**src/rtl/id_ex_reg_pkg.sv**
```systemverilog
// id_ex_reg_pkg: shared constants and state encoding for the id/ex pipeline register
package id_ex_reg_pkg;
  localparam logic [31:0] NOP_WORD  = 32'h0000_0013;
  localparam logic [31:0] ZERO_WORD = 32'h0;
  localparam logic [4:0]  ZERO_REG  = 5'h0;
  typedef enum logic [1:0] {RUN = 2'd0, HOLD = 2'd1, FLUSH = 2'd2} state_t;
endpackage

```
**src/rtl/id_ex_reg_dff.sv**
```systemverilog
// pipe_dff: width-parameterised flop with sync active-low reset to a default and hold enable
module pipe_dff #(
  parameter int W = 32,
  parameter logic [W-1:0] DEF = '0
)(
  input  logic         clk,
  input  logic         rst,
  input  logic         hold,
  input  logic [W-1:0] d,
  output logic [W-1:0] q
);
  always_ff @(posedge clk)
    if (!rst) q <= DEF;
    else if (!hold) q <= d;
endmodule

```
**src/rtl/id_ex_reg.sv**
```systemverilog
// id_ex_reg: decode-to-execute pipeline register with hold, multi-cycle flush and bubble counter
module id_ex_reg import id_ex_reg_pkg::*; #(
  parameter int FLUSH_CYCLES = 1,
  parameter logic [31:0] NOP_INST = NOP_WORD,
  parameter int CNT_W = 16
)(
  input  logic             clk,
  input  logic             rst,
  input  logic [31:0]      inst_i,
  input  logic [31:0]      inst_addr_i,
  input  logic [31:0]      op1_i,
  input  logic [31:0]      op2_i,
  input  logic [4:0]       rd_addr_i,
  input  logic             reg_wen_i,
  input  logic             hold_flag_i,
  input  logic             jump_en_i,
  output logic [31:0]      inst_o,
  output logic [31:0]      inst_addr_o,
  output logic [31:0]      op1_o,
  output logic [31:0]      op2_o,
  output logic [4:0]       rd_addr_o,
  output logic             reg_wen_o,
  output logic             valid_o,
  output logic             flushing_o,
  output logic [CNT_W-1:0] bubble_cnt_o
);
  if (FLUSH_CYCLES < 1 || FLUSH_CYCLES > 7) begin : g_bad_flush
    $error("FLUSH_CYCLES must be in 1..7");
  end
  state_t state, state_n;
  logic [2:0] fcnt, fcnt_n;
  logic bubble, hold;
  always_comb begin
    bubble  = jump_en_i || state == FLUSH;
    hold    = !bubble && hold_flag_i;
    state_n = jump_en_i ? (FLUSH_CYCLES > 1 ? FLUSH : RUN) :
              state == FLUSH ? (fcnt == 3'd1 ? RUN : FLUSH) :
              hold_flag_i ? HOLD : RUN;
    fcnt_n  = jump_en_i ? 3'(FLUSH_CYCLES - 1) : state == FLUSH ? fcnt - 3'd1 : fcnt;
  end
  always_ff @(posedge clk)
    if (!rst) begin
      state        <= RUN;
      fcnt         <= '0;
      bubble_cnt_o <= '0;
    end else begin
      state        <= state_n;
      fcnt         <= fcnt_n;
      bubble_cnt_o <= bubble_cnt_o + CNT_W'(bubble);
    end
  assign flushing_o = state == FLUSH;
  pipe_dff #(.W(32), .DEF(NOP_INST)) u_inst (
    .clk(clk), .rst(rst), .hold(hold), .d(bubble ? NOP_INST : inst_i), .q(inst_o));
  pipe_dff #(.W(32), .DEF(ZERO_WORD)) u_addr (
    .clk(clk), .rst(rst), .hold(hold), .d(bubble ? ZERO_WORD : inst_addr_i), .q(inst_addr_o));
  pipe_dff #(.W(32), .DEF(ZERO_WORD)) u_op1 (
    .clk(clk), .rst(rst), .hold(hold), .d(bubble ? ZERO_WORD : op1_i), .q(op1_o));
  pipe_dff #(.W(32), .DEF(ZERO_WORD)) u_op2 (
    .clk(clk), .rst(rst), .hold(hold), .d(bubble ? ZERO_WORD : op2_i), .q(op2_o));
  pipe_dff #(.W(5), .DEF(ZERO_REG)) u_rd (
    .clk(clk), .rst(rst), .hold(hold), .d(bubble ? ZERO_REG : rd_addr_i), .q(rd_addr_o));
  pipe_dff #(.W(1), .DEF(1'b0)) u_wen (
    .clk(clk), .rst(rst), .hold(hold), .d(!bubble && reg_wen_i), .q(reg_wen_o));
  pipe_dff #(.W(1), .DEF(1'b0)) u_valid (
    .clk(clk), .rst(rst), .hold(hold), .d(!bubble), .q(valid_o));
endmodule

```
**config.mk**
```make
export PLATFORM = sky130hd
export DESIGN_NAME = id_ex_reg
export DESIGN_NICKNAME = d
export VERILOG_FILES = /design/src/rtl/id_ex_reg_pkg.sv /design/src/rtl/id_ex_reg_dff.sv /design/src/rtl/id_ex_reg.sv
export SDC_FILE = /design/constraint.sdc
export NUM_CORES = 1
export LEC_CHECK = 0
export ABC_AREA = 1
export BUFFER_PORTS_ARGS = -buffer_cell sky130_fd_sc_hd__buf_2
export CAP_MARGIN = 25
export CELL_PAD_IN_SITES_DETAIL_PLACEMENT = 2
export CELL_PAD_IN_SITES_GLOBAL_PLACEMENT = 2
export CORE_AREA = 5 5 208 129
export CTS_CLUSTER_SIZE = 16
export DETAILED_ROUTE_END_ITERATION = 8
export DIE_AREA = 0 0 213 134
export PLACE_DENSITY = 0.82
export SLEW_MARGIN = 20
export SYNTH_ARGS = -nofsm -noshare
export SYNTH_HDL_FRONTEND = slang
export SYNTH_SLANG_ARGS = --single-unit
```
**constraint.sdc**
```tcl
create_clock -name clk -period 1.8 [get_ports clk]
set_clock_uncertainty 0.1 [all_clocks]
set_input_delay 0 -clock clk [delete_from_list [all_inputs] [get_ports clk]]
set_output_delay 0 -clock clk [all_outputs]
set_load 0.02 [all_outputs]
```
==> results.sh, run 1 <==
export IMPL_gp_congestion=0.766
export IMPL_setup_tns_ps=0
export IMPL_io_pins=290
export IMPL_hold_class="input pin to flop"
export IMPL_worst_slew_pin_slew_ps=386
export IMPL_reg2reg_depth=9
export IMPL_area_delta_synth_final_pct=69.7
export IMPL_crit_slowest_cell="dlygate4sd3_1"
export IMPL_slew_violations=0
export IMPL_swShare=0.260
export IMPL_drive_above_1_share=0.299
export IMPL_fp_dieW_um=213
export IMPL_hold_depth=5
export IMPL_setup_viol=0
export IMPL_avgViaCountPerCell=4.28
export IMPL_pwr_share_comb=0.124
export IMPL_syn_nets=861
export IMPL_clockBufferDepth=2
export IMPL_hold_viol_final=0
export IMPL_cp_depth=6
export IMPL_antenna_found_initial=1
export IMPL_maxCapViolations=0
export IMPL_ir_worst_vdd_mv=0.577
export IMPL_synth_area_um2=5600
export IMPL_yosys_warnings=0
export IMPL_netSwitchingPower_mw=2.08
export IMPL_initial_core_util=0.226
export IMPL_cp_cell_sequence="dlygate4sd3_1 > buf_2 > nand2_1 > dlygate4sd3_1 > nand3_1 > dlygate4sd3_1"
export IMPL_syn_avg_cell_area_um2=7.80
export IMPL_cp_common_cell="dlygate4sd3_1"
export IMPL_postSynthCellCount=718
export IMPL_slowest_delay_ps=570
export IMPL_grt_max_degree=53
export IMPL_p_int_mw=5.93
export IMPL_layout_common_cells="buf_2 (289), nand2_1 (172), dfxtp_1 (156)"
export IMPL_fmax_mhz=574
export IMPL_postRouteAntennaNets=0
export IMPL_grt_usage=0.197
export IMPL_crit_buf_inv=4
export IMPL_finalInstanceArea_um2=9510
export IMPL_grt_pass1_wl_um=43300
export IMPL_worstPathRequired_ps=2010
export IMPL_place_area_um2=7480
export IMPL_row_count=45
export IMPL_min_period_ps=1740
export IMPL_yosysUniqueCellTypes=24
export IMPL_root_buffer="clkbuf_16"
export IMPL_slew_headroom=0.742
export IMPL_clkPwrFrac=0.423
export IMPL_final_instance_count_excl_fill=1501
export IMPL_fin_crit_sh=0.967
export IMPL_synth_seq_area_share=0.557
export IMPL_htreeDepth=4
export IMPL_cts_sinks=156
export IMPL_startpoint_type="input pin"
export IMPL_cts_buffers=17
export IMPL_die_area_um2=28500
export IMPL_whs_ps=182
export IMPL_nNetsFinal=1302
export IMPL_criticalPathCategory="input pin to flop"
export IMPL_status="complete, no violations"
export IMPL_synth_seq_cells=156
export IMPL_tritoncts="built"
export IMPL_gr_total_overflow=0
export IMPL_finalWirelength_um=28600
export IMPL_drt_iter0_drc=240
export IMPL_p_per_area_nw_per_um2=843
export IMPL_crit_arrival_ps=1960
export IMPL_dp_hpwl_um=16500
export IMPL_cp_top_family="buffers and inverters"
export IMPL_vias=6418
export IMPL_cp_end_kind="flop"
export IMPL_io_buffers=289
export IMPL_seq_power_share=0.453
export IMPL_dpl_cell_count=1324
export IMPL_crit_fanout=1
export IMPL_clk_insertion_delay_late_ps=430
export IMPL_fin_util=0.383
export IMPL_first_pass_iters=4
export IMPL_path_clk_slew_ps=60
export IMPL_drc=0
export IMPL_core_area_um2=24800
export IMPL_wl_per_cell_um=19.1
export IMPL_grt_pass1_vias=7476
export IMPL_layout_commonest_cell="buf_2"
export IMPL_leakagePower_nw=4.84
export IMPL_die_y_um=134
-- per-layer routing --
metal	up-vias	part of all wire	GRT usage
li1	3047	-	-
met1	3135	0.40	0.222
met2	196	0.51	0.355
met3	40	0.069	0.0655
met4	0	0.021	0.0586
met5	-	0	0
-- path summary, 6_finish.rpt --
path	startpoint	to	slack (ps)
setup / recovery	inst_i[1]	u_inst.q[1]	60
hold reg to reg	u_addr.q[15]	u_addr.q[15]	360
hold / removal	hold_flag_i	u_rd.q[1]	180
setup reg to reg	state[1]	u_inst.q[1]	70
-- stage by stage --
stage	total power [mW]	worst slack [ps]
final	8.02	59.0
after detailed placement	4.39	5.36
after global routing	8.38	-8.12
after floorplan	4.02	25.8
after CTS	8.06	5.53
after global placement	4.36	134
-- kinds of logic after synthesis --
| kind of cell | after synthesis | synth area share |
|---|---|---|
| AND/OR/NAND/NOR | 223 | 0.158 |
| XOR/XNOR | 3 | 0.00469 |
| AO/OA/AOI/OAI | 146 | 0.132 |
| adder cells (fa/ha/maj) | 5 | 0.0112 |
| buffers and inverters | 185 | 0.138 |
| flip-flops | 156 | 0.557 |
-- final cells by class --
| cell class | instances | area [um2] |
|---|---|---|
| multi-input cells | 377 | 1750 |
| repair buffers | 451 | 3100 |
| diodes | 1 | 2.50 |
| well taps | 329 | 412 |
| inverters | 156 | 588 |
| flip-flops and latches | 156 | 3120 |
| clock inverters | 6 | 37.5 |
| clock buffers | 25 | 495 |
| fillers | 2786 | 15300 |
-- flip-flops by register name, indices dropped and copies added, names as in the netlist --
| register | cells |
|---|---|
| bubble_cnt_o | 16 |
| fcnt | 3 |
| state | 2 |
| u_addr.q | 32 |
| u_inst.q | 32 |
| u_op1.q | 32 |
| u_op2.q | 32 |
| u_rd.q | 5 |
| u_valid.q | 1 |
| u_wen.q | 1 |
-- Yosys cell counts (all sizes together) --
cell type / number / area share
o21ai: 134 / 0.12
nor3: 1 / 0.00089
xnor2: 2 / 0.0031
nor2b: 1 / 0.0011
xor2: 1 / 0.0016
buf: 16 / 0.024
nand3: 11 / 0.0098
nand2: 173 / 0.12
nand4: 3 / 0.0034
dfxtp: 156 / 0.56
clkbuf: 13 / 0.0087
inv: 156 / 0.10
nor2: 33 / 0.025
nand3b: 1 / 0.0013
o21a: 1 / 0.0013
o22ai: 1 / 0.0011
o21bai: 1 / 0.0013
a21oi: 9 / 0.0080
ha: 5 / 0.011
-- power groups by stage --
stage,sequential [mW],combinational [mW],clock (mW)
5_1_grt,3.64,1.07,3.67
2_1_floorplan,3.82,0.199,0
6_report,3.63,0.994,3.39
4_1_cts,3.62,0.953,3.49
3_3_place_gp,3.69,0.675,0
3_5_place_dp,3.69,0.696,0
-- tightest hold or removal path, cell delays in order --
cell and delay, ps:
buf_2 90, inv_1 60, nand4_1 220, buf_12 220
o21ai_1 70
-- repair_timing --
action,in CTS,in global routing
resized for setup,1,11
hold endpoints to repair,156,0
cloned,0,0
pin swaps,0,1
endpoints found under the setup margin,1,11
buffers inserted,0,1
hold buffers,144,0
(Power assumes the default switching activity.)
==> inputs of run 2 (changes only) <==
BUFFER_PORTS_ARGS = default   (was -buffer_cell sky130_fd_sc_hd__buf_2)
CORE_AREA = 5 5 200 124   (was 5 5 208 129)
DIE_AREA = 0 0 205 129   (was 0 0 213 134)
DONT_BUFFER_PORTS = 1   (was default)
PLACE_DENSITY = 0.67   (was 0.82)
clock period = 2.05 ns   (was 1.8 ns; I/O delays follow)
==> run 2 against run 1 <==
Effect of this change: register-to-register slack improved by 160 ps; hold slack got worse by 68 ps; clock-buffer cell count decreased by 6; critical path type unchanged; largest cell class unchanged; first-iteration DRC count decreased by 30%; global-route usage decreased by 2.7 points; clock power increased by 4%; cell count decreased by 20%; total power decreased by 8.3%; die area decreased by 7.3%; wire length decreased by 20%; critical path depth unchanged; sequential share of layout area increased by 5.7 points.
==> results.sh, run 2 (synthesis results as in run 1) <==
export IMPL_status="complete, no violations"
export IMPL_drt_iter0_drc=167
export IMPL_swShare=0.239
export IMPL_leakagePower_nw=3.55
export IMPL_grt_pass1_vias=5794
export IMPL_layout_commonest_cell="nand2_1"
export IMPL_rr_endpoint="u_wen.q"
export IMPL_worst_hold_path_endpoint="bubble_cnt_o[9]"
export IMPL_htreeDepth=4
export IMPL_hold_class="input pin to flop"
export IMPL_die_area_um2=26400
export IMPL_post_cts_setup_buffer_count=0
export IMPL_setup_tns_ps=0
export IMPL_slew_headroom=0.626
export IMPL_regArea_um2=3120
export IMPL_criticalPathCategory="input pin to flop"
export IMPL_gr_total_overflow=0
export IMPL_fin_crit_sh=0.896
export IMPL_postRouteAntennaNets=0
export IMPL_setup_ws_ps=214
export IMPL_cts_buffers=17
export IMPL_fmax_mhz=545
export IMPL_root_buffer="clkbuf_16"
export IMPL_crit_fanout=6
export IMPL_grt_pass1_wl_um=34800
export IMPL_finalInstanceArea_um2=8100
export IMPL_initial_core_util=0.246
export IMPL_clockBufferDepth=2
export IMPL_pwr_share_comb=0.067
export IMPL_final_fill_count=2563
export IMPL_worstPathRequired_ps=2300
export IMPL_place_area_um2=5990
export IMPL_grt_usage=0.170
export IMPL_drive_above_1_share=0.0625
export IMPL_hold_viol_final=0
export IMPL_startpoint_type="input pin"
export IMPL_netSwitchingPower_mw=1.76
export IMPL_layout_common_cells="nand2_1 (173), dfxtp_1 (156), inv_1 (151)"
export IMPL_vias=5158
export IMPL_r2r_start="state[1]"
export IMPL_clk_insertion_delay_late_ps=420
export IMPL_min_period_ps=1840
export IMPL_row_count=43
export IMPL_finalWirelength_um=22900
export IMPL_nNetsFinal=1010
export IMPL_p_per_area_nw_per_um2=908
export IMPL_place_ws_ps=180
export IMPL_antenna_found_initial=3
export IMPL_avgViaCountPerCell=4.31
export IMPL_grt_setup_unrepaired="false"
export IMPL_reg2reg_depth=9
export IMPL_ir_worst_vdd_mv=0.510
export IMPL_dp_hpwl_um=14100
export IMPL_multiInputGateArea_um2=1710
export IMPL_grt_max_degree=70
export IMPL_p_int_mw=5.59
export IMPL_maxCapViolations=0
export IMPL_crit_arrival_ps=2090
export IMPL_cp_end_kind="flop"
export IMPL_area_delta_synth_final_pct=44.6
export IMPL_drc=0
export IMPL_hold_depth=3
export IMPL_tritoncts="built"
export IMPL_core_area_um2=22800
export IMPL_clkPwrFrac=0.481
export IMPL_fp_dieW_um=205
export IMPL_path_clk_slew_ps=70
export IMPL_die_y_um=129
export IMPL_hold_path_startpoint="rst"
export IMPL_setup_viol=0
export IMPL_gp_congestion=0.723
export IMPL_slew_violations=0
export IMPL_seq_power_share=0.452
export IMPL_first_pass_iters=4
export IMPL_io_buffers=0
export IMPL_p_total_mw=7.35
export IMPL_cts_sinks=156
export IMPL_wl_per_cell_um=19.1
export IMPL_io_pins=290
export IMPL_reg2reg_slack_ps=230
export IMPL_worst_slew_pin_slew_ps=561
[run 2: timing repair]
action	in CTS	in global routing
setup endpoints to repair	0	133
hold buffers	144	0
endpoints found under the hold margin	156	0
gates resized for setup	0	3
[run 2: critical path, cell delays in order]
cell	delay, ps
dlygate4sd3_1	570
inv_1	200
nand2_1	80
dlygate4sd3_1	570
nand3_1	90
dlygate4sd3_1	580
[run 2: power groups by stage]
stage / Combinational, mW / Clock, mW / Sequential, mW
2_1_floorplan: 0.175 / 0 / 3.36
3_3_place_gp: 0.226 / 0 / 3.39
3_5_place_dp: 0.238 / 0 / 3.39
4_1_cts: 0.472 / 3.64 / 3.32
5_1_grt: 0.540 / 3.80 / 3.34
6_report: 0.489 / 3.54 / 3.33
[run 2: per-stage QoR]
stage | std cells | hold WS, ps | utilization
after global routing | 1197 | 141 | 0.356
after CTS | 1195 | 131 | 0.355
after global placement | 1019 | -3.55 | 0.263
after detailed placement | 1019 | 5.92 | 0.263
after floorplan | 718 | 26.4 | -
final | 1197 | 114 | 0.356
[run 2: how the worst max path moves through the flow]
stage	from	endpoint	slack (ps)
4_1_cts	rst	u_op2.q[20]	80
6_report	hold_flag_i	u_inst.q[4]	210
2_1_floorplan	state[1]	bubble_cnt_o[14]	280
3_5_place_dp	state[1]	bubble_cnt_o[10]	180
5_1_grt	state[1]	bubble_cnt_o[14]	9
3_3_place_gp	state[1]	bubble_cnt_o[14]	320
[run 2: area by class of cell]
type                            count  area share
Sequential cell                   156       0.386
Clock inverter                     13      0.0263
Clock buffer                       19      0.0547
Timing Repair Buffer              159       0.200
Tap cell                          315      0.0487
Inverter                          156      0.0726
Multi-Input combinational cell    377       0.212
Antenna cell                        2    0.000618
[run 2: routing by layer]
layer / wire (um) / global-route usage
met1: 9120 / 0.191
met2: 11400 / 0.302
met3: 2040 / 0.0703
met5: 13 / 0
met4: 264 / 0.0441
==> inputs of run 3 (changes only) <==
CORE_AREA = 5 5 133 135   (was 5 5 200 124)
DIE_AREA = 0 0 138 140   (was 0 0 205 129)
PLACE_DENSITY = 0.94   (was 0.67)
==> run 3 against run 2 <==
Effect of this change: clock-buffer cell count is 1 lower; sequential power barely moved; design area is 3.2% lower; critical path depth up 3; fmax decreased by 5.9%; via count grew 6.2%; utilization grew 12 points; cell count is 8.1% lower; first-iteration DRC count rose by 15%; setup slack worse by 120 ps; flip-flop and latch count is the same.
==> results.sh, run 3 (synthesis results as in run 1) <==
export IMPL_cp_end_kind="flop"
export IMPL_layout_commonest_cell="nand2_1"
export IMPL_setup_viol=0
export IMPL_worst_slew_pin_slew_ps=549
export IMPL_crit_fanout=36
export IMPL_row_count=47
export IMPL_fp_dieW_um=138
export IMPL_criticalPathCategory="flop to flop"
export IMPL_setup_tns_ps=0
export IMPL_htreeDepth=4
export IMPL_regArea_um2=3120
export IMPL_gp_congestion=0.743
export IMPL_drt_iter0_drc=192
export IMPL_multiInputGateArea_um2=1730
export IMPL_clockBufferDepth=2
export IMPL_cts_sinks=156
export IMPL_finalWirelength_um=26300
export IMPL_hold_viol_final=0
export IMPL_status="complete, no violations"
export IMPL_ir_worst_vdd_mv=0.555
export IMPL_wl_per_cell_um=23.9
export IMPL_fmax_mhz=512
export IMPL_hold_class="input pin to flop"
export IMPL_fin_util=0.479
export IMPL_path_clk_slew_ps=60
export IMPL_post_cts_setup_buffer_count=0
export IMPL_p_per_area_nw_per_um2=869
export IMPL_min_period_ps=1950
export IMPL_grt_pass1_vias=6561
export IMPL_clk_insertion_delay_late_ps=410
export IMPL_io_buffers=0
export IMPL_slew_violations=0
export IMPL_avgViaCountPerCell=4.98
export IMPL_drive_above_1_share=0.0606
export IMPL_die_area_um2=19300
export IMPL_fin_crit_sh=0.952
export IMPL_nNetsFinal=1004
export IMPL_die_y_um=140
export IMPL_grt_pass1_wl_um=39700
export IMPL_final_fill_count=1790
export IMPL_crit_arrival_ps=2150
export IMPL_first_pass_iters=4
export IMPL_area_delta_synth_final_pct=39.9
export IMPL_crit_slowest_cell="dfxtp_1"
export IMPL_startpoint_type="flop"
export IMPL_initial_core_util=0.343
export IMPL_core_area_um2=16300
export IMPL_root_buffer="clkbuf_16"
export IMPL_drc=0
export IMPL_dp_hpwl_um=13300
export IMPL_worstPathRequired_ps=2250
export IMPL_setup_ws_ps=98.0
export IMPL_gr_total_overflow=0
export IMPL_maxCapViolations=0
export IMPL_tritoncts="built"
export IMPL_antenna_found_initial=6
export IMPL_slowest_delay_ps=310
export IMPL_postRouteAntennaNets=0
export IMPL_cts_buffers=17
export IMPL_io_pins=290
export IMPL_grt_max_degree=84
export IMPL_layout_common_cells="nand2_1 (173), dfxtp_1 (156), inv_1 (151)"
export IMPL_place_ws_ps=145
export IMPL_grt_usage=0.267
export IMPL_vias=5479
export IMPL_leakagePower_nw=3.45
export IMPL_grt_setup_unrepaired="false"
export IMPL_cp_cell_sequence="inv_1 > nor2_4 > buf_4 > nor2_4 > nand2_1 > inv_4 > buf_12 > nand2_1 > o21ai_0"
export IMPL_slew_headroom=0.634
-- run 3: changes by cell type in the layout (fill, tap and decap cells not counted), moves of 2 or more --
cell / change
ha_2: +2
ha_1: -2
buf_4: -5
diode_2: +4
bufinv_16: -5
clkinv_4: +2
inv_6: +2
-- run 3: metal layers --
layer | global-route usage | vias to the layer above | wire, um
met4 | 0.158 | 0 | 1340
met3 | 0.104 | 89 | 2180
li1 | - | 2469 | -
met5 | 0 | - | 0
met2 | 0.492 | 278 | 13900
met1 | 0.249 | 2643 | 8830
-- run 3: critical path: cells and delay by family (launching register included) --
kind            cells  cell delay (ps)
compound gates      1              170
flops               1              310
simple gates        4              510
buf+inv             4              730
-- run 3: what timing repair did --
| item | CTS | global route |
|---|---|---|
| gates resized for setup | 0 | 9 |
| hold buffers | 143 | 0 |
| hold endpoints to repair | 155 | 0 |
| endpoints found under the setup margin | 0 | 128 |
-- run 3: worst paths after layout --
path | from | endpoint | slack [ps] | cells after the start
worst max-delay path | state[1] | u_op2.q[3] | 100 | 9
worst min-delay path | rst | u_op1.q[29] | 110 | 3
worst max register to register | state[1] | u_op2.q[3] | 100 | 9
worst min register to register | fcnt[1] | fcnt[1] | 440 | 2
-- run 3: stage by stage --
stage	instance area [um2]	cells	total power, mW	hold WS, ps
after floorplan	5600	718	3.53	26.4
after global placement	5830	919	3.61	-2.84
after detailed placement	5830	919	3.63	7.66
after CTS	7800	1094	6.79	79.8
after global routing	7840	1100	7.07	128
final	7840	1100	6.81	108
-- run 3: report_power, final --
| group | internal (mW) | switching [mW] |
|---|---|---|
| clock network | 1.57 | 1.40 |
| registers | 3.13 | 0.205 |
| logic | 0.261 | 0.254 |
| total | 4.96 | 1.86 |
-- run 3: cell type report --
| type | instances | share of cell area |
|---|---|---|
| Multi-Input combinational cell | 377 | 0.220 |
| Clock inverter | 14 | 0.0140 |
| Sequential cell | 156 | 0.398 |
| Inverter | 156 | 0.0750 |
| Timing Repair Buffer | 153 | 0.200 |
| Tap cell | 220 | 0.0351 |
| Antenna cell | 6 | 0.00192 |
| Clock buffer | 18 | 0.0547 |
